**config.mk**
```make
export PLATFORM = sky130hd
export DESIGN_NAME = control_unit
export DESIGN_NICKNAME = d
export VERILOG_FILES = /design/src/rtl/control_unit.sv
export SDC_FILE = /design/constraint.sdc
export NUM_CORES = 1
export LEC_CHECK = 0
export BUFFER_PORTS_ARGS = -buffer_cell sky130_fd_sc_hd__buf_2
export CAP_MARGIN = 20
export CORE_AREA = 5 5 42 44
export DETAILED_ROUTE_END_ITERATION = 7
export DIE_AREA = 0 0 47 49
export GPL_TIMING_DRIVEN = 0
export HOLD_SLACK_MARGIN = 0.1
export PLACE_DENSITY = 0.67
export SETUP_SLACK_MARGIN = 0.15
export SLEW_MARGIN = 0
export SYNTH_ARGS = -nofsm -noshare
export SYNTH_HDL_FRONTEND = slang
export SYNTH_SLANG_ARGS = --single-unit
```
**constraint.sdc**
```tcl
create_clock -name clk -period 1.5 [get_ports clk]
set_input_delay 0.15 -clock clk [delete_from_list [all_inputs] [get_ports clk]]
set_output_delay 0.15 -clock clk [all_outputs]
set_load 0.05 [all_outputs]
```
**src/rtl/control_unit.sv**
```systemverilog
// -----------------------------------------------------------------------------
// control_unit
//
// Mode/field-select controller for the clock/calendar front panel. Button
// strobes move it between normal display, a setup menu and three field-edit
// modes. While a field is being edited, its blink enable alternates with each
// blink_tick event so the display driver can blank that digit pair.
//
// Ports:
//   clk                 in   system clock, rising edge
//   rst                 in   asynchronous reset, active-low
//   display             in   mode button, active-high (press = 0->1)
//   blink_tick          in   blink timebase, each 0->1 is one blink event
//   setup_second_day    in   seconds/day select button, active-low (press = 1->0)
//   setup_minute_month  in   minutes/month select button, active-low
//   setup_hour_year     in   hours/year select button, active-low
//   blink_sec_day       out  1 = blank seconds/day field in this blink phase
//   blink_min_month     out  1 = blank minutes/month field
//   blink_hour_year     out  1 = blank hours/year field
// -----------------------------------------------------------------------------
module control_unit #(
  parameter int SYNC_STAGES = 2
) (
  input  logic clk,
  input  logic rst,
  input  logic display,
  input  logic blink_tick,
  input  logic setup_second_day,
  input  logic setup_minute_month,
  input  logic setup_hour_year,
  output logic blink_sec_day,
  output logic blink_min_month,
  output logic blink_hour_year
);

  // A single flop is not a synchronizer; clamp to two stages.
  localparam int SS = (SYNC_STAGES < 2) ? 2 : SYNC_STAGES;

  typedef enum logic [2:0] {
    ST_DISPLAY = 3'd0,
    ST_SETUP   = 3'd1,
    ST_SEC     = 3'd2,
    ST_MIN     = 3'd3,
    ST_HOUR    = 3'd4
  } state_t;

  logic [SS-1:0] disp_sync_q;
  logic [SS-1:0] tick_sync_q;
  logic [SS-1:0] sec_sync_q;
  logic [SS-1:0] min_sync_q;
  logic [SS-1:0] hour_sync_q;

  logic disp_prev_q;
  logic tick_prev_q;
  logic sec_prev_q;
  logic min_prev_q;
  logic hour_prev_q;

  logic disp_pulse;
  logic tick_pulse;
  logic sec_pulse;
  logic min_pulse;
  logic hour_pulse;

  state_t state_q, state_d;
  logic   phase_q, phase_d;
  logic   enter_field;

  // Synchronizers and edge flops. Reset values equal the idle level of each
  // input so that releasing reset with buttons idle never looks like a press.
  always_ff @(posedge clk or negedge rst) begin
    if (!rst) begin
      disp_sync_q <= '0;
      tick_sync_q <= '0;
      sec_sync_q  <= '1;
      min_sync_q  <= '1;
      hour_sync_q <= '1;
      disp_prev_q <= 1'b0;
      tick_prev_q <= 1'b0;
      sec_prev_q  <= 1'b1;
      min_prev_q  <= 1'b1;
      hour_prev_q <= 1'b1;
    end else begin
      disp_sync_q <= {disp_sync_q[SS-2:0], display};
      tick_sync_q <= {tick_sync_q[SS-2:0], blink_tick};
      sec_sync_q  <= {sec_sync_q[SS-2:0],  setup_second_day};
      min_sync_q  <= {min_sync_q[SS-2:0],  setup_minute_month};
      hour_sync_q <= {hour_sync_q[SS-2:0], setup_hour_year};
      disp_prev_q <= disp_sync_q[SS-1];
      tick_prev_q <= tick_sync_q[SS-1];
      sec_prev_q  <= sec_sync_q[SS-1];
      min_prev_q  <= min_sync_q[SS-1];
      hour_prev_q <= hour_sync_q[SS-1];
    end
  end

  // Rising edge for active-high inputs, falling edge for active-low buttons.
  assign disp_pulse = disp_sync_q[SS-1] & ~disp_prev_q;
  assign tick_pulse = tick_sync_q[SS-1] & ~tick_prev_q;
  assign sec_pulse  = ~sec_sync_q[SS-1]  & sec_prev_q;
  assign min_pulse  = ~min_sync_q[SS-1]  & min_prev_q;
  assign hour_pulse = ~hour_sync_q[SS-1] & hour_prev_q;

  always_ff @(posedge clk or negedge rst) begin
    if (!rst) begin
      state_q <= ST_DISPLAY;
      phase_q <= 1'b0;
    end else begin
      state_q <= state_d;
      phase_q <= phase_d;
    end
  end

  always_comb begin
    state_d     = state_q;
    phase_d     = phase_q;
    enter_field = 1'b0;

    case (state_q)
      ST_DISPLAY: begin
        if (disp_pulse) state_d = ST_SETUP;
      end
      ST_SETUP, ST_SEC, ST_MIN, ST_HOUR: begin
        // display outranks the field buttons; among fields sec > min > hour.
        if (disp_pulse) begin
          state_d = ST_DISPLAY;
        end else if (sec_pulse) begin
          state_d     = ST_SEC;
          enter_field = 1'b1;
        end else if (min_pulse) begin
          state_d     = ST_MIN;
          enter_field = 1'b1;
        end else if (hour_pulse) begin
          state_d     = ST_HOUR;
          enter_field = 1'b1;
        end
      end
      default: state_d = ST_DISPLAY;
    endcase

    // Entering (or re-selecting) a field starts in the blanked phase, and that
    // takes precedence over a coincident blink tick.
    if (enter_field) begin
      phase_d = 1'b1;
    end else if (state_d == ST_SEC || state_d == ST_MIN || state_d == ST_HOUR) begin
      if (tick_pulse) phase_d = ~phase_q;
    end else begin
      phase_d = 1'b0;
    end
  end

  // Moore outputs straight from registered state, so reset clears them at once.
  assign blink_sec_day   = (state_q == ST_SEC)  & phase_q;
  assign blink_min_month = (state_q == ST_MIN)  & phase_q;
  assign blink_hour_year = (state_q == ST_HOUR) & phase_q;

endmodule

```
== After elaboration in Yosys (flattened, before gate mapping) ==
Cells that the tools add are included.

* Bits in registers: 19
* Latch bits: 0
* Memory bits (writable): 0
* ROM bits: 0
* Input bits: 7
* Output and inout bits: 3
* Logic and storage cells: 52
* Memories kept: 0

* Add/sub/neg operators: 0
* Multipliers: 0
* Div/mod/pow operators: 0
* $lt $le $gt $ge: 0
* Equality and inequality tests: 8
* Shift-type cells: 0
* Multiplexer cells: 14
* Bitwise logic cells: 14
* Reductions and logical operators: 4

{| class="wikitable"
|+ Operators by type and width
! kind !! count
|-
| $mux W3 || 5
|-
| $eq A3 B2 Y1 const B || 4
|-
| $and A1 B1 Y1 || 8
|-
| $mux W1 || 8
|-
| $eq A3 B3 Y1 const B || 2
|-
| $not A1 Y1 || 6
|-
| $pmux W3 S2 || 1
|-
| $reduce_or A4 Y1 || 1
|-
| $eq A3 B1 Y1 const B || 1
|-
| $logic_not A3 Y1 || 1
|-
| $ne A3 B3 Y1 const B || 1
|-
| $logic_or A1 B1 Y1 || 2
|}

== Depth between registers and ports, before layout ==
* Depth after elaboration: 12
* Depth in mapped cells: 4

== Worst setup path before layout ==
OpenSTA, ideal clock, no wires.

* Path kind: reg2out
* From: register state_q[2]
* To: output blink_sec_day
* Arrival: 1.968 ns
* Setup slack: -0.618 ns
* Stages on the path, launching flop included: 2
* Cells stage by stage: dfrtp_1 > nor4bb_1

* Word-level cells in the longest chain between the ends: 2

{| class="wikitable"
|+ RTL lines
! element !! line !! text
|-
| start, declared || 65 || <nowiki>state_t state_q, state_d;</nowiki>
|-
| start signal, assigned || 109 || <nowiki>state_q <= state_d;</nowiki>
|-
| $eq A3 B2 Y1 || 153 || <nowiki>assign blink_sec_day = (state_q == ST_SEC) & phase_q;</nowiki>
|-
| $and A1 B1 Y1 || 153 ||
|-
| end, declared || 31 || <nowiki>output logic blink_sec_day,</nowiki>
|}

Every way passes these cells.

== Final worst setup path ==
* From: register state_q[0]
* To: output blink_sec_day

The elaborated chain is that of the path after synthesis.

==> impl_metrics.toml <==
[outcome]
outcome = "completed"

[placed_design]
hpwl_um = 629
io_buffers = 9
dpl_cell_area_sq_um = 713
routabilityCongestion = 0.758

[setup_path]
path_class = "flop to output pin"
cp-end-kind = "output pin"
worstPathMaxFanout = 4
cp.arrival_ns = 1.22
reg2reg_from = "state_q[2]"
worstSetupStartpointType = "flop"
r2r_end = "state_q[0]"
ff2ff_path_depth = 4
ff2ff_setup_slack_ns = 0.23
cp.required_ns = 1.35

[synthesis]
synth_compound_area_share_pct = 5.53
ys_seq_area_share_pct = 76.9
synth.area.mux_share_pct = 0
syn_inst = 42
ys_ff_latch = 19
netlist_area_sq_um = 633
yosys.area_share.xor_xnor_pct = 2.77
syn_nets = 49
ys.warnings.count = 0
ys_types = 19
synth_top_family_by_area = "simple AND/OR/NAND/NOR gates"
synth.avg_cell_area_sq_um = 15.1
synth-adder-area-share_pct = 0
yosys.area_share.simple_pct = 14.2

[power_and_ir_drop]
net-switching-power_w = 0.000265
pwr-share-seq_pct = 58.1
p_int_w = 0.000776
p_comb_share_pct = 18.9
p_clk_share_pct = 23.0
p_leak_nw = 0.377
irDropWorstVdd_mv = 0.737
p_sw_share_pct = 25.4
p_per_area_nw_per_um2 = 1190

[layout]
area_growth_syn_to_layout_pct = 38.7
nets = 73
layout_common_cells = "dfstp_2, dfrtp_1, dlygate4sd3_1, buf_2, buf_4"
final_common_cell = "dfstp_2"
num_antenna_cells = 0
fin_util_pct = 62.7
fin_area_sq_um = 878
drive_gt1_share_pct = 53.8

[grt]
grt-ovfl-total = 0
grt_pass1_wl_um = 1790
grt_max_degree = 20
grt_pass1_vias = 428
grtUsageTotal_pct = 11.0
grt_antenna_before_repair = 0

[floorplanning]
pin_count = 10
start_util_pct = 45.2
dieArea_sq_um = 2300
rows = 14
die_w_um = 47
core_sq_um = 1400
die_h_um = 49

[job]
maxCapViolCount = 0

[drt]
drt-initial-drc-count = 0
drc = 0
routedWlPerCell_um = 12.0
vias = 391
drt-total-wl_um = 974
first_pass_iters = 1
ant_nets = 0
vias_per_cell = 4.83

[min_path]
hold_class = "primary input to asynchronous set/reset pin"

[timing]
timing.fmax_ghz = 0.729
worstMarginPinSlew_ns = 0.381
hold_viol_final = 0
slew-limit-headroom_pct = 74.6
setup_viol = 0
rsz0062_at_grt = "true"
fin_crit_ns = 1.37
slew_violations = 0
setup_tns_ns = 0
skew_ns = 0.00329
min_period_over_period_pct = 91.5

[clock_network]
cts_tree = "done"
cts-root-buf = "clkbuf_4"
clk_pin_slew_ns = 0.10
clk_latency_ns = 0.28
cts_made_buffers = 3
cts.sinks = 19
clockBufferDepth = 2
htreeDepth = 1
-- power by group through the flow --
stage          Sequential [W]  Clock (W)  Combinational [W]
2_1_floorplan        0.000602          0          0.0000897
3_3_place_gp         0.000609          0           0.000116
3_5_place_dp         0.000613          0           0.000121
4_1_cts              0.000609   0.000254           0.000161
5_1_grt              0.000612   0.000277           0.000218
6_report             0.000605   0.000240           0.000197
-- worst max path at each step --
stage / cells past startpoint / to / from
after floorplan: 1 / blink_sec_day / state_q[2]
after global placement: 4 / state_q[0] / state_q[0]
after detailed placement: 4 / state_q[0] / state_q[0]
after CTS: 2 / blink_sec_day / state_q[0]
after global routing: 3 / blink_hour_year / state_q[1]
final: 2 / blink_sec_day / state_q[0]
-- worst max-delay path: stages, from the launching register on --
cell	delay (ns)
dfrtp_2	0.46
nor4bb_4	0.28
buf_6	0.19
-- stage by stage --
stage	worst slack (ns)	hold slack, ns	power [W]	std cells
2_1_floorplan	0.236	-0.146	0.000691	42
3_3_place_gp	0.269	0.0944	0.000725	67
3_5_place_dp	0.203	0.0970	0.000734	67
4_1_cts	0.108	0.309	0.00102	79
5_1_grt	0.0665	0.345	0.00111	81
6_report	0.128	0.304	0.00104	81
-- flip-flops by register name (all words and copies together) (netlist names) --
register,cells
min_sync_q,2
tick_prev_q,1
phase_q,1
hour_sync_q,2
state_q,3
disp_prev_q,1
sec_prev_q,1
hour_prev_q,1
min_prev_q,1
tick_sync_q,2
sec_sync_q,2
disp_sync_q,2
-- cells in the mapped netlist --
library cell	count	area, sq um
dfrtp_1	10	250
o21ai_1	1	5.00
nand2b_1	2	12.5
xnor2_1	2	17.5
a31oi_1	1	6.26
nand3b_1	1	7.51
nor2_1	2	7.51
a21oi_1	2	10.0
nor2b_1	3	18.8
nor2_2	1	6.26
o21ai_0	1	5.00
and3_1	1	6.26
o32ai_1	1	8.76
and4b_1	1	10.0
nor4bb_1	1	10.0
or2_2	1	6.26
nor3_1	1	5.00
inv_1	1	3.75
dfstp_2	9	236
-- metal layers --
layer | vias up | wire, um | track usage, %
met1 | 193 | 365 | 13.5
li1 | 187 | - | -
met5 | - | 0 | 0
met2 | 9 | 544 | 17.0
met3 | 2 | 50 | 2.21
met4 | 0 | 13 | 6.91
-- timing repair --
| item | in CTS | in global routing |
|---|---|---|
| pin swaps | 3 | 0 |
| endpoints found under the hold margin | 24 | 0 |
| resized for setup | 11 | 3 |
| setup endpoints to repair | 3 | 4 |
| setup buffers | 2 | 2 |
| hold buffers | 6 | 0 |
-- final cells by class --
cell class / count / area (sq um)
Fill cell: 113 / 523
Sequential cell: 19 / 490
Multi-Input combinational cell: 22 / 179
Timing Repair Buffer: 19 / 158
Clock buffer: 3 / 22.5
Tap cell: 16 / 20.0
Clock inverter: 1 / 5.00
Inverter: 1 / 3.75
-- kinds of logic (layout without fill, tap and decap cells) --
logic type | count (synthesis) | in the layout
flip-flops | 19 | 19
AND/OR/NAND/NOR | 14 | 14
AO/OA/AOI/OAI | 6 | 6
XOR/XNOR | 2 | 2
buffers and inverters | 1 | 24
No activity file was read; power rests on OpenSTA's default activity.
